--- config.mk ---
export PLATFORM = sky130hd
export DESIGN_NAME = idecode_flat
export DESIGN_NICKNAME = d
export VERILOG_FILES = /design/src/rtl/idecode_if.sv /design/src/rtl/idecode.sv /design/src/flat_wrapper.sv
export SDC_FILE = /design/constraint.sdc
export NUM_CORES = 2
export LEC_CHECK = 0
export BUFFER_PORTS_ARGS = -buffer_cell sky130_fd_sc_hd__buf_2
export CAP_MARGIN = 20
export CORE_AREA = 2 2 312 314
export DETAILED_ROUTE_END_ITERATION = 12
export DIE_AREA = 0 0 314 316
export PLACE_DENSITY = 0.77
export SETUP_SLACK_MARGIN = 0.15
export SLEW_MARGIN = 10
export SYNTH_ARGS = -nofsm -noshare
export SYNTH_HDL_FRONTEND = slang
export SYNTH_SLANG_ARGS = --single-unit
--- constraint.sdc ---
create_clock -name clk -period 6 [get_ports clk]
set_clock_uncertainty 0.05 [all_clocks]
set_input_delay 0 -clock clk [delete_from_list [all_inputs] [get_ports clk]]
set_output_delay 0 -clock clk [all_outputs]
set_load 0.02 [all_outputs]
--- src/rtl/idecode_if.sv ---
// Bus bundle between the fetch/writeback side and the instruction decoder.
// master : drives the fetched instruction, pipeline controls and the
//          writeback port, and observes the ID/EX register outputs.
// slave  : the decoder itself.
// Signals:
//   IR_in, NPC_in, valid_in : fetched instruction, next PC, real-instruction flag
//   stall, flush            : hold / bubble the ID/EX register
//   wb_en, wb_addr, wb_data : register bank write port from writeback
//   A, B, Imm, NPC, IR      : latched operands, immediate, PC and instruction
//   itype, valid, halted    : instruction class, real-instruction flag, halt state
interface idecode_if #(
    parameter int DW = 32,
    parameter int AW = 5
);
    logic [DW-1:0] IR_in;
    logic [DW-1:0] NPC_in;
    logic          valid_in;
    logic          stall;
    logic          flush;
    logic          wb_en;
    logic [AW-1:0] wb_addr;
    logic [DW-1:0] wb_data;
    logic [DW-1:0] A;
    logic [DW-1:0] B;
    logic [DW-1:0] Imm;
    logic [DW-1:0] NPC;
    logic [DW-1:0] IR;
    logic [2:0]    itype;
    logic          valid;
    logic          halted;

    modport master (
        output IR_in, NPC_in, valid_in, stall, flush, wb_en, wb_addr, wb_data,
        input  A, B, Imm, NPC, IR, itype, valid, halted
    );

    modport slave (
        input  IR_in, NPC_in, valid_in, stall, flush, wb_en, wb_addr, wb_data,
        output A, B, Imm, NPC, IR, itype, valid, halted
    );
endinterface

--- src/rtl/idecode.sv ---
// MIPS32 instruction decode stage.
// Reads rs/rt from a 32-entry register bank (with write-through bypass from
// writeback), sign-extends the 16-bit immediate, classifies the opcode and
// latches everything into the ID/EX register one cycle later. A two-state
// machine (RUN/HALTED) freezes the stage after a HLT is decoded.
// Ports:
//   clk   : pipeline clock
//   rst_n : synchronous active-low reset (clears ID/EX, register bank, FSM)
//   bus   : idecode_if slave modport (inputs from fetch/writeback, ID/EX outputs)
module idecode #(
    parameter int DW   = 32,
    parameter int NREG = 32
) (
    input  logic clk,
    input  logic rst_n,
    idecode_if.slave bus
);
    localparam int AW = $clog2(NREG);

    localparam logic [2:0] IT_RR      = 3'd0;
    localparam logic [2:0] IT_RM      = 3'd1;
    localparam logic [2:0] IT_LOAD    = 3'd2;
    localparam logic [2:0] IT_STORE   = 3'd3;
    localparam logic [2:0] IT_BRANCH  = 3'd4;
    localparam logic [2:0] IT_HALT    = 3'd5;
    localparam logic [2:0] IT_INVALID = 3'd7;

    typedef enum logic {ST_RUN, ST_HALTED} state_t;

    state_t        state_reg;
    logic [DW-1:0] a_reg, b_reg, imm_reg, npc_reg, ir_reg;
    logic [2:0]    itype_reg;
    logic          valid_reg, halted_reg;

    logic [DW-1:0] reg_file [NREG];
    logic [DW-1:0] a_next, b_next, imm_next;
    logic [2:0]    itype_next;
    logic [AW-1:0] rs_addr, rt_addr;

    function automatic logic [2:0] classify(input logic [5:0] op);
        case (op)
            6'd0, 6'd1, 6'd2, 6'd3, 6'd4, 6'd5: classify = IT_RR;
            6'd10, 6'd11, 6'd12:                classify = IT_RM;
            6'd8:                               classify = IT_LOAD;
            6'd9:                               classify = IT_STORE;
            6'd13, 6'd14:                       classify = IT_BRANCH;
            6'd63:                              classify = IT_HALT;
            default:                            classify = IT_INVALID;
        endcase
    endfunction

    // Register bank: entry 0 is hard-wired to zero, every other entry is its
    // own register so reset can clear the whole bank in a single cycle.
    generate
        for (genvar gi = 0; gi < NREG; gi++) begin : g_reg
            if (gi == 0) begin : g_zero
                assign reg_file[gi] = '0;
            end else begin : g_word
                logic [DW-1:0] word_reg;
                always_ff @(posedge clk) begin
                    if (!rst_n)
                        word_reg <= '0;
                    else if (bus.wb_en && bus.wb_addr == AW'(gi))
                        word_reg <= bus.wb_data;
                end
                assign reg_file[gi] = word_reg;
            end
        end
    endgenerate

    assign rs_addr = bus.IR_in[21 +: AW];
    assign rt_addr = bus.IR_in[16 +: AW];

    // Operand read with bypass: a same-cycle writeback to the address being
    // read is forwarded so the value latched into ID/EX is never stale.
    always_comb begin
        a_next = '0;
        b_next = '0;
        if (rs_addr != '0)
            a_next = (bus.wb_en && bus.wb_addr == rs_addr) ? bus.wb_data : reg_file[rs_addr];
        if (rt_addr != '0)
            b_next = (bus.wb_en && bus.wb_addr == rt_addr) ? bus.wb_data : reg_file[rt_addr];
        imm_next   = {{(DW-16){bus.IR_in[15]}}, bus.IR_in[15:0]};
        itype_next = classify(bus.IR_in[31:26]);
    end

    // ID/EX register and halt state machine.
    always_ff @(posedge clk) begin
        if (!rst_n) begin
            state_reg  <= ST_RUN;
            a_reg      <= '0;
            b_reg      <= '0;
            imm_reg    <= '0;
            npc_reg    <= '0;
            ir_reg     <= '0;
            itype_reg  <= '0;
            valid_reg  <= 1'b0;
            halted_reg <= 1'b0;
        end else begin
            case (state_reg)
                ST_HALTED: begin
                    // Drop the HLT's valid once; everything else stays frozen.
                    valid_reg <= 1'b0;
                end
                default: begin
                    if (bus.flush) begin
                        a_reg     <= '0;
                        b_reg     <= '0;
                        imm_reg   <= '0;
                        npc_reg   <= '0;
                        ir_reg    <= '0;
                        itype_reg <= '0;
                        valid_reg <= 1'b0;
                    end else if (!bus.stall) begin
                        a_reg     <= a_next;
                        b_reg     <= b_next;
                        imm_reg   <= imm_next;
                        npc_reg   <= bus.NPC_in;
                        ir_reg    <= bus.IR_in;
                        itype_reg <= itype_next;
                        valid_reg <= bus.valid_in && (itype_next != IT_INVALID);
                        if (bus.valid_in && itype_next == IT_HALT) begin
                            state_reg  <= ST_HALTED;
                            halted_reg <= 1'b1;
                        end
                    end
                end
            endcase
        end
    end

    assign bus.A      = a_reg;
    assign bus.B      = b_reg;
    assign bus.Imm    = imm_reg;
    assign bus.NPC    = npc_reg;
    assign bus.IR     = ir_reg;
    assign bus.itype  = itype_reg;
    assign bus.valid  = valid_reg;
    assign bus.halted = halted_reg;
endmodule

--- src/flat_wrapper.sv ---
// flat-port wrapper written by rule: the top's interface ports become plain ports
module idecode_flat 
#(
    parameter int DW   = 32,
    parameter int NREG = 32
)
  (clk, rst_n, bus_IR_in, bus_NPC_in, bus_valid_in, bus_stall, bus_flush, bus_wb_en, bus_wb_addr, bus_wb_data, bus_A, bus_B, bus_Imm, bus_NPC, bus_IR, bus_itype, bus_valid, bus_halted);
  idecode_if #(.DW(DW), .AW(5)) bus_i ();
  input  logic clk;
  input  logic rst_n;
  input wire logic [$bits(bus_i.IR_in)-1:0] bus_IR_in;
  input wire logic [$bits(bus_i.NPC_in)-1:0] bus_NPC_in;
  input wire logic [$bits(bus_i.valid_in)-1:0] bus_valid_in;
  input wire logic [$bits(bus_i.stall)-1:0] bus_stall;
  input wire logic [$bits(bus_i.flush)-1:0] bus_flush;
  input wire logic [$bits(bus_i.wb_en)-1:0] bus_wb_en;
  input wire logic [$bits(bus_i.wb_addr)-1:0] bus_wb_addr;
  input wire logic [$bits(bus_i.wb_data)-1:0] bus_wb_data;
  output wire logic [$bits(bus_i.A)-1:0] bus_A;
  output wire logic [$bits(bus_i.B)-1:0] bus_B;
  output wire logic [$bits(bus_i.Imm)-1:0] bus_Imm;
  output wire logic [$bits(bus_i.NPC)-1:0] bus_NPC;
  output wire logic [$bits(bus_i.IR)-1:0] bus_IR;
  output wire logic [$bits(bus_i.itype)-1:0] bus_itype;
  output wire logic [$bits(bus_i.valid)-1:0] bus_valid;
  output wire logic [$bits(bus_i.halted)-1:0] bus_halted;
  assign bus_i.IR_in = bus_IR_in;
  assign bus_i.NPC_in = bus_NPC_in;
  assign bus_i.valid_in = bus_valid_in;
  assign bus_i.stall = bus_stall;
  assign bus_i.flush = bus_flush;
  assign bus_i.wb_en = bus_wb_en;
  assign bus_i.wb_addr = bus_wb_addr;
  assign bus_i.wb_data = bus_wb_data;
  assign bus_A = bus_i.A;
  assign bus_B = bus_i.B;
  assign bus_Imm = bus_i.Imm;
  assign bus_NPC = bus_i.NPC;
  assign bus_IR = bus_i.IR;
  assign bus_itype = bus_i.itype;
  assign bus_valid = bus_i.valid;
  assign bus_halted = bus_i.halted;
  idecode #(.DW(DW), .NREG(NREG)) u_core (.clk(clk), .rst_n(rst_n), .bus(bus_i));
endmodule
==> results.py <==
metrics = {
    "pwr": {
        "netSwitchingFraction_pct": 25.7,
        "clkPwrFrac_pct": 45.0,
        "power_density_nw_per_um2": 265,
        "power.switching_uw": 4260,
        "p_int_uw": 12300,
        "peakVddDrop_mv": 0.250,
        "power_frac_seq_pct": 46.0,
        "total_leakage_power_uw": 0.0213,
        "p_comb_share_pct": 9.1,
    },
    "yosys": {
        "ys_seq_area_share_pct": 40.0,
        "synth_top_family_by_area": "multiplexers",
        "yosys.area.top_type": "dfxtp_1",
        "synth_fp_nets": 6569,
        "synthXorXnorAreaFrac_pct": 0.156,
        "synth.top_cell.area_share_pct": 40.0,
        "synth-simple-area-share_pct": 17.4,
        "synth-async-reset-ratio_pct": 0,
        "synth_edf_count": 0,
        "synthCells": 6459,
        "synth.avg_cell_area_um2": 8.72,
        "synth_area_leaders": "dfxtp_1 (40%), mux4_2 (18%), nand2_1 (15%)",
        "synth_fa_ha_area_share_pct": 0.0666,
        "syn-cell-area_um2": 56300,
        "ys_warn_count": 0,
        "yosys_most_used_dff": "dfxtp_1",
        "synth_mux_area_share_pct": 22.0,
        "synth_compound_area_share_pct": 14.7,
        "ys_ff_latch": 1126,
        "ys_types": 65,
    },
    "global_route": {
        "grt_max_degree": 217,
        "grt-ovfl-total": 0,
        "grt_use_total_pct": 44.1,
        "antenna_found_initial": 26,
        "grt_first_pass_wirelength_mm": 327,
        "grt_pass1_vias": 50668,
    },
    "sta": {
        "rsz0062_at_grt": "no",
        "setup_viol": 0,
        "hold_viol_final": 0,
        "tns_ns": 0,
        "fin_crit_ns": 3.52,
        "fin_crit_sh_pct": 58.7,
        "drv_slew": 0,
        "worst_pin_slew_ns": 1.31,
        "slew_headroom_pct": 12.1,
        "fmax_ghz": 0.284,
    },
    "detailed_routing": {
        "drt_wl_total_mm": 226,
        "vias": 54658,
        "ant_nets": 0,
        "wl_per_cell_um": 29.1,
        "drcViolationCount": 0,
        "vias_per_cell": 7.05,
        "dr.pass1.iters": 12,
        "drt_iter0_markers": 10691,
    },
    "finish": {
        "largest_reg_flops": 992,
        "final_cell_mix": "nand2_1 (2,193), dfxtp_1 (1,126), a21oi_1 (1,026)",
        "layout-area-overhead-vs-synth_pct": 10.9,
        "nets": 6480,
        "finalCoreUtilization_pct": 65.1,
        "final_common_cell": "nand2_1",
        "drive_above_1_share_pct": 18.2,
    },
    "clocking": {
        "clock_sinks": 1126,
        "insertion_delay_ns": 0.72,
        "root_buffer": "clkbuf_16",
        "cts_made_buffers": 115,
        "cts_buffer_depth": 3,
        "ctsHtreeMaxLevel": 3,
        "clk_pin_slew_ns": 0.06,
        "cts_tree": "built",
    },
    "worst_setup_path": {
        "crit-reg2reg-launch": "u_core.state_reg",
        "worstSetupStartpoint": "bus_wb_addr[0]",
        "end_kind": "flop",
        "startpoint_type": "primary input",
        "crit_required_ns": 6.56,
        "reg2reg_depth": 4,
        "max_stage_delay_ns": 1.03,
        "crit_arrival_ns": 4.08,
        "crit_type": "in -> reg",
        "cpMaxStageDelayCell": "nand4_1",
        "crit_fanout": 25,
        "path_cells": "dlygate4sd3_1 > buf_2 > xnor2_1 > nand2_1 > or2_2 > nand4_1 > o22ai_1",
    },
    "die": {
        "die_w_um": 314,
        "chipHeight_um": 316,
        "io_pins": 272,
        "row_count": 114,
        "dieArea_um2": 99200,
        "core_um2": 96000,
        "initial_utilization_pct": 58.7,
    },
    "min_path": {
        "hold_class": "in -> reg",
        "min_path_cells": 4,
        "hp-start": "bus_IR_in[6]",
    },
    "place": {
        "portBuffers": 271,
        "gp_congestion": 0.989,
        "dpl.hpwl_mm": 134,
    },
    "status": {
        "status": "complete, no violations",
    },
    "job": {
        "maxCapViolations": 0,
    },
}
through the flow:
stage	setup WS [ns]	instances	instance area (um^2)	total power (uW)	hold WS (ns)
2_1_floorplan	4.00	6459	56300	8670	0.0415
3_3_place_gp	2.53	7422	57500	9110	0.199
3_5_place_dp	2.52	7425	57500	9130	0.210
4_1_cts	2.91	7738	62400	16400	0.0194
5_1_grt	2.63	7744	62500	16800	0.0403
6_report	2.48	7754	62500	16600	0.0412
metal layers:
layer,GRT usage [%],part of all wire (%),up-vias
met5,2.23,0.21,-
met4,29.7,8.5,28
met3,20.4,19,1375
met2,60.7,40,5297
met1,55.0,33,25598
li1,-,-,22360
worst max-delay path, delay by kind of cell:
| family | cells | cell delay (ns) |
|---|---|---|
| and+or+nand+nor | 3 | 2.50 |
| buffers and inverters | 2 | 0.91 |
| AOI/OAI and AO/OA | 1 | 0.51 |
| xor gates and xnor gates | 1 | 0.11 |
cells by family (layout without fill, tap and decap cells):
| group | after synthesis | after routing |
|---|---|---|
| AOI/OAI and AO/OA | 1429 | 1429 |
| xor gates and xnor gates | 10 | 10 |
| adders and majority gates | 3 | 3 |
| buffers and inverters | 718 | 722 |
| DFF | 1126 | 1126 |
| muxes | 662 | 662 |
| other | 0 | 15 |
| and+or+nand+nor | 2511 | 2511 |
power by group through the flow:
stage               registers, uW  clock network [uW]  logic (uW)
floorplan                    7780                   0         892
global placement             7770                   0        1340
detailed placement           7770                   0        1350
CTS                          7610                7410        1410
global route                 7610                7720        1510
finish                       7610                7450        1500
timing repair:
| item | in CTS | in global routing |
|---|---|---|
| resized for setup | 0 | 0 |
| hold buffers | 103 | 0 |
| setup buffers | 0 | 0 |
| hold endpoints to repair | 1107 | 0 |
path summary, 6_finish.rpt:
| check | slack, ns | to |
|---|---|---|
| min reg2reg | 0.42 | u_core.g_reg[27].g_word.word_reg[31] |
| max reg2reg | 3.33 | u_core.bus.B[12] |
| min | 0.04 | u_core.bus.IR[6] |
| max | 2.48 | u_core.bus.B[9] |
cells in the mapped netlist, drive strengths merged (10+ instances only):
master   instances
a221oi          38
a22oi          110
o21a            11
o22ai           24
nand2         2205
o311a           18
buf            176
nor2           120
nand3           48
mux2i          126
clkbuf         530
mux2            85
o21ai           58
nor2b           14
mux4           451
a32oi           17
a21oi         1026
and3            12
o221ai          31
inv             11
o2bb2ai         13
and2            36
a31oi           13
xnor2           10
dfxtp         1126
nand4           10
nor3            36
nand2b          10
cell type report:
class                           instances  area, um^2
Fill cell                            7585       33500
Multi-Input combinational cell       4615       30800
Sequential cell                      1126       22500
Timing Repair Buffer                  500        3560
Clock buffer                          170        3390
Tap cell                             1276        1600
Clock inverter                         40         485
Inverter                               12        55.1
Antenna cell                           15        37.5
Power figures use the tool's default switching activity.
